==> config.mk <==
export PLATFORM = sky130hd
export DESIGN_NAME = ofdm_rx_ctrl
export DESIGN_NICKNAME = d
export VERILOG_FILES = /design/src/rtl/ofdm_pkg.sv /design/src/rtl/ofdm_sat_cnt.sv /design/src/rtl/ofdm_rx_ctrl.sv
export SDC_FILE = /design/constraint.sdc
export NUM_CORES = 1
export LEC_CHECK = 0
export BUFFER_PORTS_ARGS = -buffer_cell sky130_fd_sc_hd__buf_4
export CAP_MARGIN = 20
export CORE_AREA = 2 2 143 145
export CTS_CLUSTER_DIAMETER = 150
export DETAILED_ROUTE_END_ITERATION = 6
export DIE_AREA = 0 0 145 147
export GPL_ROUTABILITY_DRIVEN = 0
export GPL_TIMING_DRIVEN = 0
export PLACE_DENSITY = 0.81
export SLEW_MARGIN = 20
export SYNTH_ARGS = -nofsm -noshare
export SYNTH_HDL_FRONTEND = slang
export SYNTH_SLANG_ARGS = --single-unit
==> constraint.sdc <==
create_clock -name clk -period 2.31 [get_ports clk]
set_input_delay 0.462 -clock clk [delete_from_list [all_inputs] [get_ports clk]]
set_output_delay 0.462 -clock clk [all_outputs]
set_load 0.02 [all_outputs]
==> src/rtl/ofdm_pkg.sv <==
// ofdm_pkg: shared definitions for the OFDM receive sequencer.
//   - FSM state encoding (3-bit) and BSRAM port owner encoding
//   - payload, BSRAM address and data widths
//   - watchdog expiry helper
package ofdm_pkg;

  localparam int PAYLOAD_W = 96;
  localparam int ADDR_W    = 11;
  localparam int DATA_W    = 32;
  localparam int CNT_W     = 16;

  typedef enum logic [2:0] {
    ST_IDLE    = 3'd0,
    ST_FFT_RUN = 3'd1,
    ST_GUARD   = 3'd2,
    ST_DEC_RUN = 3'd3,
    ST_OUTPUT  = 3'd4
  } state_t;

  typedef enum logic [1:0] {
    OWN_NONE = 2'd0,
    OWN_FFT  = 2'd1,
    OWN_DEC  = 2'd2
  } owner_t;

  // True in the cycle whose count completes the allowed budget: the
  // watchdog starts at 0 on entry, so the limit-th cycle sees limit-1.
  function automatic logic wd_expired(input logic [15:0] wd, input logic [15:0] limit);
    return (wd == (limit - 16'd1));
  endfunction

endpackage

==> src/rtl/ofdm_sat_cnt.sv <==
// ofdm_sat_cnt: saturating up-counter used for receive statistics.
//   clk   in   clock
//   rst_n in   asynchronous active-low reset
//   inc   in   count one event this cycle
//   cnt   out  current count, sticks at all-ones
module ofdm_sat_cnt #(
  parameter int WIDTH = 16
) (
  input  logic             clk,
  input  logic             rst_n,
  input  logic             inc,
  output logic [WIDTH-1:0] cnt
);

  logic [WIDTH-1:0] cnt_r;

  // Event counter; holds once every bit is set.
  always_ff @(posedge clk or negedge rst_n) begin
    if (!rst_n) begin
      cnt_r <= '0;
    end else if (inc && !(&cnt_r)) begin
      cnt_r <= cnt_r + WIDTH'(1);
    end else begin
      cnt_r <= cnt_r;
    end
  end

  assign cnt = cnt_r;

endmodule

==> src/rtl/ofdm_rx_ctrl.sv <==
// ofdm_rx_ctrl: per-symbol receive sequencer.
//   Runs FFT core, then the subcarrier decoder, then hands the 96-bit payload
//   downstream over a valid/ready register. Owns the shared FFT-result BSRAM
//   port and steers it to the FFT core (writer) or decoder (reader).
// Ports:
//   clk, rst_n                      clock, async active-low reset
//   en                              start enable, sampled in IDLE only
//   symbol_ready / symbol_ack       captured symbol level / consume pulse
//   fft_start / fft_finish          FFT core handshake
//   fft_ce/oce/wre/ad/din           FFT core BSRAM request
//   dec_start / dec_finish          decoder handshake, dec_success/dec_res valid with finish
//   dec_ce/oce/ad                   decoder BSRAM request
//   ram_ce/oce/wre/ad/din           shared BSRAM port
//   frame_valid/frame_data/ready    payload output register
//   good/bad/ovr/tmo_cnt            saturating statistics
//   busy                            state is not IDLE
module ofdm_rx_ctrl
  import ofdm_pkg::*;
#(
  parameter logic [15:0] TIMEOUT = 16'd8191
) (
  input  logic                 clk,
  input  logic                 rst_n,
  input  logic                 en,
  input  logic                 symbol_ready,
  output logic                 symbol_ack,
  output logic                 fft_start,
  input  logic                 fft_finish,
  input  logic                 fft_ce,
  input  logic                 fft_oce,
  input  logic                 fft_wre,
  input  logic [ADDR_W-1:0]    fft_ad,
  input  logic [DATA_W-1:0]    fft_din,
  output logic                 dec_start,
  input  logic                 dec_finish,
  input  logic                 dec_success,
  input  logic [PAYLOAD_W-1:0] dec_res,
  input  logic                 dec_ce,
  input  logic                 dec_oce,
  input  logic [ADDR_W-1:0]    dec_ad,
  output logic                 ram_ce,
  output logic                 ram_oce,
  output logic                 ram_wre,
  output logic [ADDR_W-1:0]    ram_ad,
  output logic [DATA_W-1:0]    ram_din,
  output logic                 frame_valid,
  output logic [PAYLOAD_W-1:0] frame_data,
  input  logic                 frame_ready,
  output logic [CNT_W-1:0]     good_cnt,
  output logic [CNT_W-1:0]     bad_cnt,
  output logic [CNT_W-1:0]     ovr_cnt,
  output logic [CNT_W-1:0]     tmo_cnt,
  output logic                 busy
);

  state_t               state_r;
  owner_t               owner_r;
  logic [15:0]          wd_r;
  logic                 sym_q_r;
  logic                 fft_start_r;
  logic                 symbol_ack_r;
  logic                 dec_start_r;
  logic                 frame_valid_r;
  logic [PAYLOAD_W-1:0] frame_data_r;
  logic                 busy_r;

  logic                 wd_hit_s;
  logic                 good_inc_s;
  logic                 bad_inc_s;
  logic                 ovr_inc_s;
  logic                 tmo_inc_s;

  assign wd_hit_s = wd_expired(wd_r, TIMEOUT);

  // Statistic events; a finish in the expiry cycle counts as completion, not timeout.
  always_comb begin
    good_inc_s = 1'b0;
    bad_inc_s  = 1'b0;
    tmo_inc_s  = 1'b0;
    ovr_inc_s  = busy_r && symbol_ready && !sym_q_r;
    if (state_r == ST_DEC_RUN) begin
      good_inc_s = dec_finish && dec_success;
      bad_inc_s  = dec_finish && !dec_success;
      tmo_inc_s  = !dec_finish && wd_hit_s;
    end else if (state_r == ST_FFT_RUN) begin
      tmo_inc_s  = !fft_finish && wd_hit_s;
    end else begin
      tmo_inc_s  = 1'b0;
    end
  end

  // Sequencer FSM with registered pulses, owner, payload register and watchdog.
  always_ff @(posedge clk or negedge rst_n) begin
    if (!rst_n) begin
      state_r       <= ST_IDLE;
      owner_r       <= OWN_NONE;
      wd_r          <= 16'd0;
      sym_q_r       <= 1'b0;
      fft_start_r   <= 1'b0;
      symbol_ack_r  <= 1'b0;
      dec_start_r   <= 1'b0;
      frame_valid_r <= 1'b0;
      frame_data_r  <= {PAYLOAD_W{1'b0}};
      busy_r        <= 1'b0;
    end else begin
      fft_start_r  <= 1'b0;
      symbol_ack_r <= 1'b0;
      dec_start_r  <= 1'b0;
      sym_q_r      <= symbol_ready;
      case (state_r)
        ST_IDLE: begin
          if (en && symbol_ready) begin
            state_r      <= ST_FFT_RUN;
            owner_r      <= OWN_FFT;
            fft_start_r  <= 1'b1;
            symbol_ack_r <= 1'b1;
            wd_r         <= 16'd0;
            busy_r       <= 1'b1;
          end
        end
        ST_FFT_RUN: begin
          if (fft_finish) begin
            state_r <= ST_GUARD;
            owner_r <= OWN_NONE;
            wd_r    <= 16'd0;
          end else if (wd_hit_s) begin
            state_r <= ST_IDLE;
            owner_r <= OWN_NONE;
            wd_r    <= 16'd0;
            busy_r  <= 1'b0;
          end else begin
            wd_r    <= wd_r + 16'd1;
          end
        end
        // One idle cycle between writer and reader so no BSRAM access overlaps.
        ST_GUARD: begin
          state_r     <= ST_DEC_RUN;
          owner_r     <= OWN_DEC;
          dec_start_r <= 1'b1;
          wd_r        <= 16'd0;
        end
        ST_DEC_RUN: begin
          if (dec_finish) begin
            owner_r <= OWN_NONE;
            wd_r    <= 16'd0;
            if (dec_success) begin
              state_r       <= ST_OUTPUT;
              frame_data_r  <= dec_res;
              frame_valid_r <= 1'b1;
            end else begin
              state_r <= ST_IDLE;
              busy_r  <= 1'b0;
            end
          end else if (wd_hit_s) begin
            state_r <= ST_IDLE;
            owner_r <= OWN_NONE;
            wd_r    <= 16'd0;
            busy_r  <= 1'b0;
          end else begin
            wd_r    <= wd_r + 16'd1;
          end
        end
        ST_OUTPUT: begin
          if (frame_ready) begin
            state_r       <= ST_IDLE;
            frame_valid_r <= 1'b0;
            busy_r        <= 1'b0;
          end
        end
        default: begin
          state_r       <= ST_IDLE;
          owner_r       <= OWN_NONE;
          wd_r          <= 16'd0;
          frame_valid_r <= 1'b0;
          busy_r        <= 1'b0;
        end
      endcase
    end
  end

  // BSRAM port steering from the registered owner; decoder never writes.
  always_comb begin
    ram_ce  = 1'b0;
    ram_oce = 1'b0;
    ram_wre = 1'b0;
    ram_ad  = {ADDR_W{1'b0}};
    ram_din = {DATA_W{1'b0}};
    case (owner_r)
      OWN_FFT: begin
        ram_ce  = fft_ce;
        ram_oce = fft_oce;
        ram_wre = fft_wre;
        ram_ad  = fft_ad;
        ram_din = fft_din;
      end
      OWN_DEC: begin
        ram_ce  = dec_ce;
        ram_oce = dec_oce;
        ram_ad  = dec_ad;
      end
      default: begin
        ram_ce  = 1'b0;
        ram_oce = 1'b0;
      end
    endcase
  end

  ofdm_sat_cnt #(.WIDTH(CNT_W)) u_good_cnt (.clk(clk), .rst_n(rst_n), .inc(good_inc_s), .cnt(good_cnt));
  ofdm_sat_cnt #(.WIDTH(CNT_W)) u_bad_cnt  (.clk(clk), .rst_n(rst_n), .inc(bad_inc_s),  .cnt(bad_cnt));
  ofdm_sat_cnt #(.WIDTH(CNT_W)) u_ovr_cnt  (.clk(clk), .rst_n(rst_n), .inc(ovr_inc_s),  .cnt(ovr_cnt));
  ofdm_sat_cnt #(.WIDTH(CNT_W)) u_tmo_cnt  (.clk(clk), .rst_n(rst_n), .inc(tmo_inc_s),  .cnt(tmo_cnt));

  assign symbol_ack  = symbol_ack_r;
  assign fft_start   = fft_start_r;
  assign dec_start   = dec_start_r;
  assign frame_valid = frame_valid_r;
  assign frame_data  = frame_data_r;
  assign busy        = busy_r;

endmodule

# Word-level counts from Yosys, hierarchy flattened
# Cells that the tools add are included.
dict set report totals {
  wordCells 103
  output_inout_bits 211
  reg_bits 186
}
dict set report classes {
  muxes 39
  n_reduce_logical 30
  eq_ne 13
  n_addsub 5
  bitwise_logic 3
}
# operator n
set op_table {}
lappend op_table {{16-bit by 1-bit adder with 16-bit output (second input constant)} 5}
lappend op_table {{16-bit 2-to-1 mux} 4}
lappend op_table {{16-bit one-hot mux with 4 select lines} 1}
lappend op_table {{16-bit AND reduction} 4}
lappend op_table {{32-bit 2-to-1 mux} 1}
lappend op_table {{11-bit one-hot mux with 2 select lines} 1}
lappend op_table {{3-bit 2-to-1 mux} 6}
lappend op_table {{16-bit by 13-bit == test with 1-bit output (second input constant)} 1}
lappend op_table {{1-bit 2-to-1 mux} 16}
lappend op_table {{3-bit one-hot mux with 5 select lines} 1}
lappend op_table {{1-bit logical AND} 11}
lappend op_table {{2-bit != test (second input constant)} 5}
lappend op_table {{2-bit one-hot mux with 5 select lines} 1}
lappend op_table {{1-bit logical NOT} 8}
lappend op_table {{2-bit 2-to-1 mux} 4}
lappend op_table {{3-bit by 2-bit == test with 1-bit output (second input constant)} 2}
lappend op_table {{1-bit one-hot mux with 5 select lines} 1}
lappend op_table {{5-bit AND reduction} 1}
lappend op_table {{1-bit one-hot mux with 2 select lines} 2}
lappend op_table {{2-bit AND reduction} 2}
lappend op_table {{4-bit AND reduction} 1}
lappend op_table {{3-bit by 1-bit == test with 1-bit output (second input constant)} 1}
lappend op_table {{3-bit == test (second input constant)} 1}
lappend op_table {{3-bit logical NOT} 1}
lappend op_table {{7 further kinds} 9}

# Longest topological paths before layout
# Gate-level depths: netlist (run 1).
dict set report logic_depth {
  word_depth 5
  ltp_mapped 8
  mapped_depth_nobuf 7
}

# Cells and area by module
# From an unflattened synthesis (run 1), not the netlist that was laid out.
dict set report hier_totals {
  hier_cells 737
  hier_area_um2 8797.2
}
# module cells_each instances area_per_inst_um2
set modules_own_cells {}
lappend modules_own_cells {ofdm_rx_ctrl 437 1 5476.5}
lappend modules_own_cells {{ofdm_sat_cnt at u_bad_cnt ...} 75 3 840.8}
lappend modules_own_cells {{ofdm_sat_cnt at u_tmo_cnt} 75 1 798.3}

# Least setup slack after synthesis (run 1)
# No wires, ideal clock.
dict set report synth_path {
  path_kind {reg-to-reg}
  startpoint {register state_r[0]}
  endpoint {register u_tmo_cnt.cnt_r[10], in the netlist u_tmo_cnt.cnt[10]}
  setup_ns 0.125
  arrival_ns 1.852
  synth_period_minus_slack_ns 1.977
  path_stages_with_launch 7
  path_slack_ns 0.333
  required_ns 2.185
  path_buffers 1
  path_cell_list {dfrtp_1 buf_2 nor2b_1 nand3_1 nand2b_1 nor4b_1 mux2_2}
}
dict set report synth_between {
  elab_chain_len 4
  word_cells_on_any_way 5
  cone_classes {2 x eq/ne; 2 x mux; 1 x reduce/logical}
}
# item line
set synth_rtl {}
lappend synth_rtl {{start, declared} ofdm_rx_ctrl.sv:56} ;# state_t state_r;
lappend synth_rtl {{start signal, assigned} ofdm_rx_ctrl.sv:95} ;# state_r <= ST_IDLE;
lappend synth_rtl {{start signal, assigned} ofdm_rx_ctrl.sv:113} ;# state_r <= ST_FFT_RUN;
lappend synth_rtl {{start signal, assigned} ofdm_rx_ctrl.sv:123} ;# state_r <= ST_GUARD;
lappend synth_rtl {{3-bit by 1-bit == test with 1-bit output} ofdm_rx_ctrl.sv:85} ;# end else if (state_r == ST_FFT_RUN) begin
lappend synth_rtl {{1-bit 2-to-1 mux} ofdm_rx_ctrl.sv:85}
lappend synth_rtl {{1-bit 2-to-1 mux *} ofdm_rx_ctrl.sv:81} ;# if (state_r == ST_DEC_RUN) begin
lappend synth_rtl {{1-bit logical AND *} ofdm_sat_cnt.sv:21} ;# end else if (inc && !(&cnt_r)) begin
lappend synth_rtl {{end signal, assigned} ofdm_sat_cnt.sv:22} ;# cnt_r <= cnt_r + WIDTH'(1);
lappend synth_rtl {{end signal, assigned} ofdm_sat_cnt.sv:24} ;# cnt_r <= cnt_r;
lappend synth_rtl {{end, declared} ofdm_sat_cnt.sv:15} ;# logic [WIDTH-1:0] cnt_r;
# Every way passes the cells marked *; elsewhere a longest branch is shown, timed or not.
# A chain may end at the register's enable or synchronous reset.

# Worst setup path after layout (run 1)
dict set report layout_path {
  startpoint {register owner_r[0]}
  endpoint {output port ram_ad[2]}
}
dict set report layout_between {
  elab_chain_len 2
  word_cells_on_any_way 3
  cone_classes {2 x eq/ne; 1 x mux}
}
# item line
set layout_rtl {}
lappend layout_rtl {{start, declared} ofdm_rx_ctrl.sv:57} ;# owner_t owner_r;
lappend layout_rtl {{start signal, assigned} ofdm_rx_ctrl.sv:96} ;# owner_r <= OWN_NONE;
lappend layout_rtl {{start signal, assigned} ofdm_rx_ctrl.sv:114} ;# owner_r <= OWN_FFT;
lappend layout_rtl {{start signal, assigned} ofdm_rx_ctrl.sv:124} ;# owner_r <= OWN_NONE;
lappend layout_rtl {{2-bit == test / 2-bit by 1-bit == test with 1-bit output (equally long branches)} ofdm_rx_ctrl.sv:188} ;# case (owner_r)
lappend layout_rtl {{11-bit one-hot mux with 2 select lines *} ofdm_rx_ctrl.sv:188}
lappend layout_rtl {{end, declared} ofdm_rx_ctrl.sv:44} ;# output logic [ADDR_W-1:0] ram_ad,
# Marked as above.

==> results of run 1 <==
-- registers in the layout (all words and copies together), names as in the netlist, 2 cells and up --
register / count
frame_data: 96
owner_r: 2
state_r: 3
u_bad_cnt.cnt: 16
u_good_cnt.cnt: 16
u_ovr_cnt.cnt: 16
u_tmo_cnt.cnt: 16
wd_r: 16
-- cell families (layout without fill, tap and decap cells) --
kind of cell	Yosys count	after routing
buf+inv	39	445
xor+xnor	57	57
mux	102	102
fa+ha+maj	8	8
compound gates	65	65
flops	186	186
simple gates	243	243
-- worst reg2reg max path: cells and delay by family (launching register included) --
family | cells | cell delay (ns)
flip-flops | 1 | 0.39
AND/OR/NAND/NOR | 4 | 0.97
multiplexers | 1 | 0.37
buffers and inverters | 1 | 0.33
-- power groups by stage --
stage / registers, W / clock network [W] / logic [W]
final: 0.00494 / 0.00316 / 0.00558
after global routing: 0.00509 / 0.00337 / 0.00593
after CTS: 0.00494 / 0.00323 / 0.00559
after detailed placement: 0.00499 / 0 / 0.00555
after global placement: 0.00492 / 0 / 0.00542
after floorplan: 0.00610 / 0 / 0.00183
-- final timing paths --
check / start / endpoint / slack, ns
max: owner_r[0] / ram_ad[2] / 0.10
min: rst_n / frame_data[55] / 0.04
max reg2reg: state_r[1] / u_tmo_cnt.cnt[10] / 0.14
min reg2reg: wd_r[15] / wd_r[15] / 0.49
max in group asynchronous: rst_n / u_tmo_cnt.cnt[4] / 1.33
min in group clk: symbol_ready / sym_q_r / 0.18
-- cells in the mapped netlist, types with 2 or more instances --
master | count | share of area
nor2_1 | 42 | 0.019
ha_1 | 8 | 0.012
nor4b_1 | 2 | 0.0021
and4_1 | 6 | 0.0063
dfrtp_1 | 186 | 0.56
and2_1 | 35 | 0.026
nor3b_1 | 2 | 0.0018
nor3_1 | 13 | 0.0078
nor2b_1 | 4 | 0.0030
a31oi_1 | 10 | 0.0075
nand4_1 | 22 | 0.017
or3_1 | 2 | 0.0015
nor4_1 | 2 | 0.0015
nand2b_1 | 4 | 0.0030
inv_1 | 9 | 0.0041
nand2_1 | 42 | 0.019
nand3_1 | 39 | 0.023
a211o_1 | 2 | 0.0021
xnor2_1 | 36 | 0.038
a211oi_1 | 3 | 0.0027
a21oi_1 | 9 | 0.0054
a41oi_1 | 4 | 0.0042
buf_4 | 2 | 0.0018
buf_2 | 10 | 0.0060
and3_1 | 15 | 0.011
o21ai_0 | 16 | 0.0096
nand4b_1 | 3 | 0.0032
xor2_1 | 21 | 0.022
clkbuf_1 | 17 | 0.0077
mux2_2 | 102 | 0.14
a22oi_1 | 14 | 0.013
or2_2 | 2 | 0.0015
-- cell type report --
cell class                      instances  area share
Sequential cell                       186       0.381
Buffer                                 28      0.0122
Clock inverter                         14      0.0164
Tap cell                              270      0.0276
Clock buffer                           18      0.0359
Multi-Input combinational cell        475       0.291
Timing Repair Buffer                  376       0.233
Inverter                                9     0.00276
-- metrics by stage --
step / setup TNS [ns] / util / setup WS (ns) / total power (W) / area (um2)
floorplan: 0 / - / 0.333 / 0.00793 / 8340
global placement: -83.08 / 0.578 / -0.420 / 0.0103 / 11500
detailed placement: -10.86 / 0.580 / -0.274 / 0.0105 / 11500
CTS: -0.0000687 / 0.613 / -0.0000687 / 0.0138 / 12200
global route: -0.0368 / 0.616 / -0.0309 / 0.0144 / 12200
finish: 0 / 0.616 / 0.101 / 0.0137 / 12200
-- routing by layer --
| metal | vias up | wire length (um) |
|---|---|---|
| met3 | 22 | 1480 |
| met1 | 3463 | 9170 |
| met2 | 252 | 11700 |
| met4 | 0 | 293 |
| li1 | 3266 | - |
| met5 | - | 0 |
-- repair_timing --
| item | CTS | global route |
|---|---|---|
| pin swaps | 1 | 1 |
| setup endpoints to repair | 128 | 123 |
| resized for setup | 10 | 17 |
| buffers inserted | 1 | 1 |
==> metrics list, run 1 <==
- Counting flops with a built-in enable in the synthesized netlist gives 0.
* Post-Route WL: 22600 um
- Clock slew at the register clock pins of the worst setup and hold paths: 0.08 ns
- Arithmetic-cell share of the synthesized area counting full adders, half adders and majority gates: 0.0120
* Sequential share of the synthesized area: 0.558
- F_max: 0.453 GHz
* Number of global-route vias before repair: 7211
- CP cell instances: inv_1 > ha_1 > buf_2 > nor2_2 > buf_4
- After synthesis, the largest family of logic cells by area is simple AND/OR/NAND/NOR gates.
- The critical path is of the flip-flop to output port type.
- WL/cell: 16.4 um
- H-tree levels: 4
- In this design, the largest share of critical-path delay is due to buffers and inverters.
- TritonCTS created 17 clock buffers.
- The clock passes through at most 2 buffers.
* Max stage delay on crit path: 0.41 ns
- Overall global routing resource usage: 0.210
- Using the TritonRoute via totals, the vias-per-cell ratio works out to 5.09.
* CP Capture Type: output port
- Number of nets still failing antenna checks after routing: 0
- Met2 Use GR: 0.366
* Combined area of all synthesized cells: 8340 um2
- The critical path runs through a total of 5 cells.
- Number of DRC markers in iteration 0: 331
* Global routing met1 resource utilization: 0.259
- Post-detailed-placement half-perimeter wirelength: 17000 um
- For the worst-skew pair, the clock arrives at the later sink with an insertion delay of 0.42 ns.
* Busiest layer in global routing: met2
- Critical path buffer and inverter count: 3
- The number of hold-slack violations in the final timing report came to 0.
- Fraction of synthesized area in multiplexers: 0.138
- Across the run, the number of max-cap violations was 0.
- Post-Synthesis Mean Instance Area: 11.9 um2
- In the routed design, unresolved DRC markers number 0.
* Critical path arrival: 1.75 ns
* Final hold slack: 0.0415 ns
* Post-synthesis to final-layout area growth: 46.6%
- The die covers 21300 um2.
- The number of slew-limit violations in the final report came to 0.
- Of the total power, combinational logic draws 0.408.
- Across the routed clock network, the largest skew measured is 0.0149 ns.
- Worst slew slack as a fraction of its limit: 0.540
- The post-synthesis compound-gate area fraction came to 0.0519.
* Commonest register cell after synthesis: dfrtp_1
- Leaving out fill and tap cells, the most frequent cell in the layout is buf_4.
* Category of the worst setup path launch point: flip-flop
- The region available for standard cell placement spans 19800 um2.
- Effective utilization at floorplan: 0.420
* Synthesized netlist cell count: 700
- Counting the fill cells in the layout gives 1591.
- Of all nets on the critical path, the largest fanout is 10.
* Via total after detailed routing: 7003
* Die Wd: 145 um
* WP data required: 1.85 ns
- Cell at the root of the clock tree: clkbuf_16
- The internal portion of the total power is 0.00869 W.
- Met3 Resource Use GR: 0.0590
- Cell count after placement: 1344
- TritonRoute pass-1 iters: 5
* Number of placement rows: 52
* Clock share of power: 0.231
* Setup-violating endpoint count in the final report: 0
- After synthesis, the netlist uses 48 different library cells.
* Count of boundary I/O pins: 374
- For this design, the CTS-stage hold fixing added 0 buffers.
- The share of total power dissipated in sequential elements is 0.361.
* Power density over the cells: 1120 nW/um2
- Leading cell types in the layout, fill and taps excluded: buf_4 (377), dfrtp_1 (185), mux2_2 (102)
- In the final layout, the multi-input gates occupy 3550 um2.
* Global route overflow: 0
* Initial antenna violation count: 0
* Wire length of the first global-routing pass: 36400 um
* Seq cells post-synth: 186
- Count of non-filler cells in the finished layout: 1376
- The slowest stage of the critical path belongs to the cell dfrtp_2.
- Entering global routing, the biggest net connects 96 pins.
- The analysis attributes to cell leakage a power of 6.02 nW.
- IR analysis of the VDD net gives a maximum drop of 0.822 mV.
- TritonCTS built the clock tree.
- Minimum period implied by the final worst setup slack: 2.21 ns
- Result of the run: finished, final reports clean
* Proportion of total power due to net switching: 0.364
* Total clock sinks: 186
* Final layout net count: 1264
- Syn_nets: 871
- Switching component of the power: 0.00498 W
* Number of cells traversed by the worst register-to-register path: 6
- Area occupied by registers: 4660 um2
- Number of warnings printed during yosys synthesis: 0
- Of the total synthesized cell area, the portion taken by AND, OR, NAND and NOR gates is 0.160.
* Final critical-path share of the clock period: 0.956
- The floorplan step set the die height to 147 um.
* Worst slew pin tran: 0.691 ns
- The path class of the tightest hold or removal check is input port to asynchronous set/reset pin.
* Layout cells sized above 1: 0.492
* Post-synth ARST share: 1.00
* Number of diodes: 0
* Count of buffers from port buffering: 373
- XOR/XNOR share of the synthesized area: 0.0599
(Power assumes the default switching activity.)
==> run 2: changes to the inputs <==
- clock period: 2.31 -> 2.26 ns (I/O delays scaled with it)
==> run 2 against run 1 <==
Via count shrank 0.23%; largest cell class unchanged; clock power grew 2%; non-clock buffer count grew 3; highest routed layer unchanged; total power grew 2.4%; worst hold slack lost 0.015 ns; first-iteration DRC count shrank 4.5%; die area is the same; final area grew 0.33%; count of clock-buffer cells in the layout is the same; worst setup slack lost 0.0038 ns; critical path type unchanged; cell count grew 0.22%; critical path depth is the same.
==> metrics list, run 2 (synthesized netlist as in run 1, its figures left out) <==
* Clock slew at the register clock pins of the worst setup and hold paths: 0.08 ns
- For this design the total switching power over the nets is 0.00510 W.
- Fin. max-slew vios: 0
- Compared with the post-synthesis result, the final layout area differs by 47.1%.
- Number of hold-slack violations in the final timing report: 0
* Leakage power total: 6.03 nW
- Number of DRC markers in iteration 0: 316
* Placed cell areas: 11500 um2
- The worst path meets setup with 0.0971 ns of slack.
* Max Fanout on Critical Path: 10
* Proportion of power drawn by flip-flops and latches: 0.361
* Logic gate share of total power: 0.409
* Number of clock buffers inserted by TritonCTS: 17
- On the final layout, the worst clock skew is 0.0158 ns.
- Proportion of total power due to net switching: 0.364
- Setup violations remaining at the end of the flow were counted as 0.
* Placeable core area: 19800 um2
- Overall global routing resource usage: 0.210
- Entering global routing, the biggest net connects 96 pins.
- Commonest non-fill, non-tap cell in the layout: buf_4
- Of the total power, the clock network draws 0.231.
- WL/cell: 16.4 um
- Post-detailed-placement half-perimeter wirelength: 17000 um
- In this run the vertical extent of the chip is 147 um.
* Global route overflow: 0
* F_max: 0.462 GHz
- Pwr Total: 0.0140 W
* Hold-fix buffers, CTS: 0
* H-tree levels: 4
* Final critical-path share of the clock period: 0.957
- Broken down by cell family, the worst path's largest delay share belongs to buffers and inverters.
* CP cell instances: inv_1 > ha_4 > buf_2 > and2_1 > buf_4
- The filler cells instantiated in the layout total 1592.
- The later pin in the worst-skew pair is clocked with a latency of 0.42 ns.
* Final layout net count: 1267
- The number of global-route vias before repair was 7204.
- Critical path buffer and inverter count: 3
- Count of boundary I/O pins: 374
* Drc violations: 0
* TritonRoute pass-1 iters: 5
* Worst slack at placement: -0.314 ns
* Minimum period implied by the final worst setup slack: 2.16 ns
* Number of flip-flops under the largest register name: 96
- For the pin with the worst max-slew slack, the measured transition is 0.691 ns.
- The slowest stage of the critical path is the dfrtp_1 cell.
- Category of the worst setup path launch point: flip-flop
* Kind of critical path: flip-flop to output port
- The initial antenna violation count came to 0.
* Max-Cap Viols: 0
- Worst reg2reg path startpoint: state_r[1]
- CTS tree: built
- With fillers left out, the area of the finished cells amounts to 12300 um2.
- Clock tree synthesis selected as its root buffer the cell clkbuf_16.
- Effective utilization at floorplan: 0.420
- The run finished with clean final reports.
- Number of nets still failing antenna checks after routing: 0
- CP Capture Type: output port
- For this run, the share of the core covered by cells in the final layout is 0.618.
- Across all layers, the routed design uses 6987 vias.
* Worst slew slack as a fraction of its limit: 0.539
- Max stage delay on crit path: 0.41 ns
- The internal power of the cells totals 0.00890 W.
- Wire length of the first global-routing pass: 36400 um
- The path class of the tightest hold or removal check is input port to asynchronous set/reset pin.
- Maximum VDD drop: 0.841 mV
- The clock passes through at most 2 buffers.
- Leading cell types in the layout, fill and taps excluded: buf_4 (381), dfrtp_1 (185), mux2_2 (102)
* Count of buffers from port buffering: 373
* Number of diodes: 0
- Data on the critical path is required at its endpoint by 1.81 ns.
* Critical path arrival: 1.71 ns
* Critical path origin: owner_r[1]
* Die Wd: 145 um
- The die covers 21300 um2.
* Via density per instance: 5.07
* Number of placement rows: 52
- Post-Route WL: 22600 um
- In the final layout, the share of cells above drive strength 1 is 0.496.
* Power density over the cells: 1140 nW/um2
* Total clock sinks: 186
[run 2: path summary, 6_finish.rpt]
path	endpoint	slack [ns]	cells past startpoint
max	ram_din[7]	0.1	5
min	frame_data[90]	0.03	1
max reg2reg	u_tmo_cnt.cnt[10]	0.16	6
min reg2reg	wd_r[15]	0.50	1
max in group asynchronous	u_tmo_cnt.cnt[4]	1.30	2
min in group clk	sym_q_r	0.17	1
[run 2: power by group through the flow]
stage / Sequential, W / Combinational, W / Clock (W)
2_1_floorplan: 0.00623 / 0.00187 / 0
3_3_place_gp: 0.00503 / 0.00554 / 0
3_5_place_dp: 0.00510 / 0.00567 / 0
4_1_cts: 0.00505 / 0.00571 / 0.00330
5_1_grt: 0.00520 / 0.00608 / 0.00345
6_report: 0.00505 / 0.00572 / 0.00323
[run 2: what timing repair did]
action	in CTS	in global routing
resized for setup	11	22
endpoints found under the hold margin	0	0
buffers inserted	1	4
cloned	0	0
setup endpoints to repair	138	55
pin swaps	1	1
[run 2: through the flow]
stage | hold WS (ns) | TNS [ns] | instances
global placement | 0.467 | -93.96 | 1343
CTS | 0.0561 | -0.0981 | 1375
global route | 0.0778 | -0.0150 | 1379
floorplan | 0.156 | 0 | 700
detailed placement | 0.479 | -14.54 | 1344
finish | 0.0266 | 0 | 1379
[run 2: routing by layer]
metal	up-vias	global-route usage	part of all wire	routed length, um
li1	3271	-	-	-
met2	228	0.366	0.52	11700
met3	20	0.0590	0.064	1450
met5	-	0	0	0
met1	3468	0.259	0.41	9210
met4	0	0.0515	0.012	279
[run 2: area by class of cell]
| cell class | count | area, um2 | share of cell area |
|---|---|---|---|
| tap | 270 | 338 | 0.0276 |
| sequential | 186 | 4660 | 0.380 |
| multi-input combinational | 475 | 3570 | 0.291 |
| buffer | 28 | 153 | 0.0125 |
| inverter | 9 | 33.8 | 0.00276 |
| clock inverter | 14 | 200 | 0.0163 |
| clock buffer | 18 | 439 | 0.0358 |
| timing repair buffer | 379 | 2870 | 0.234 |
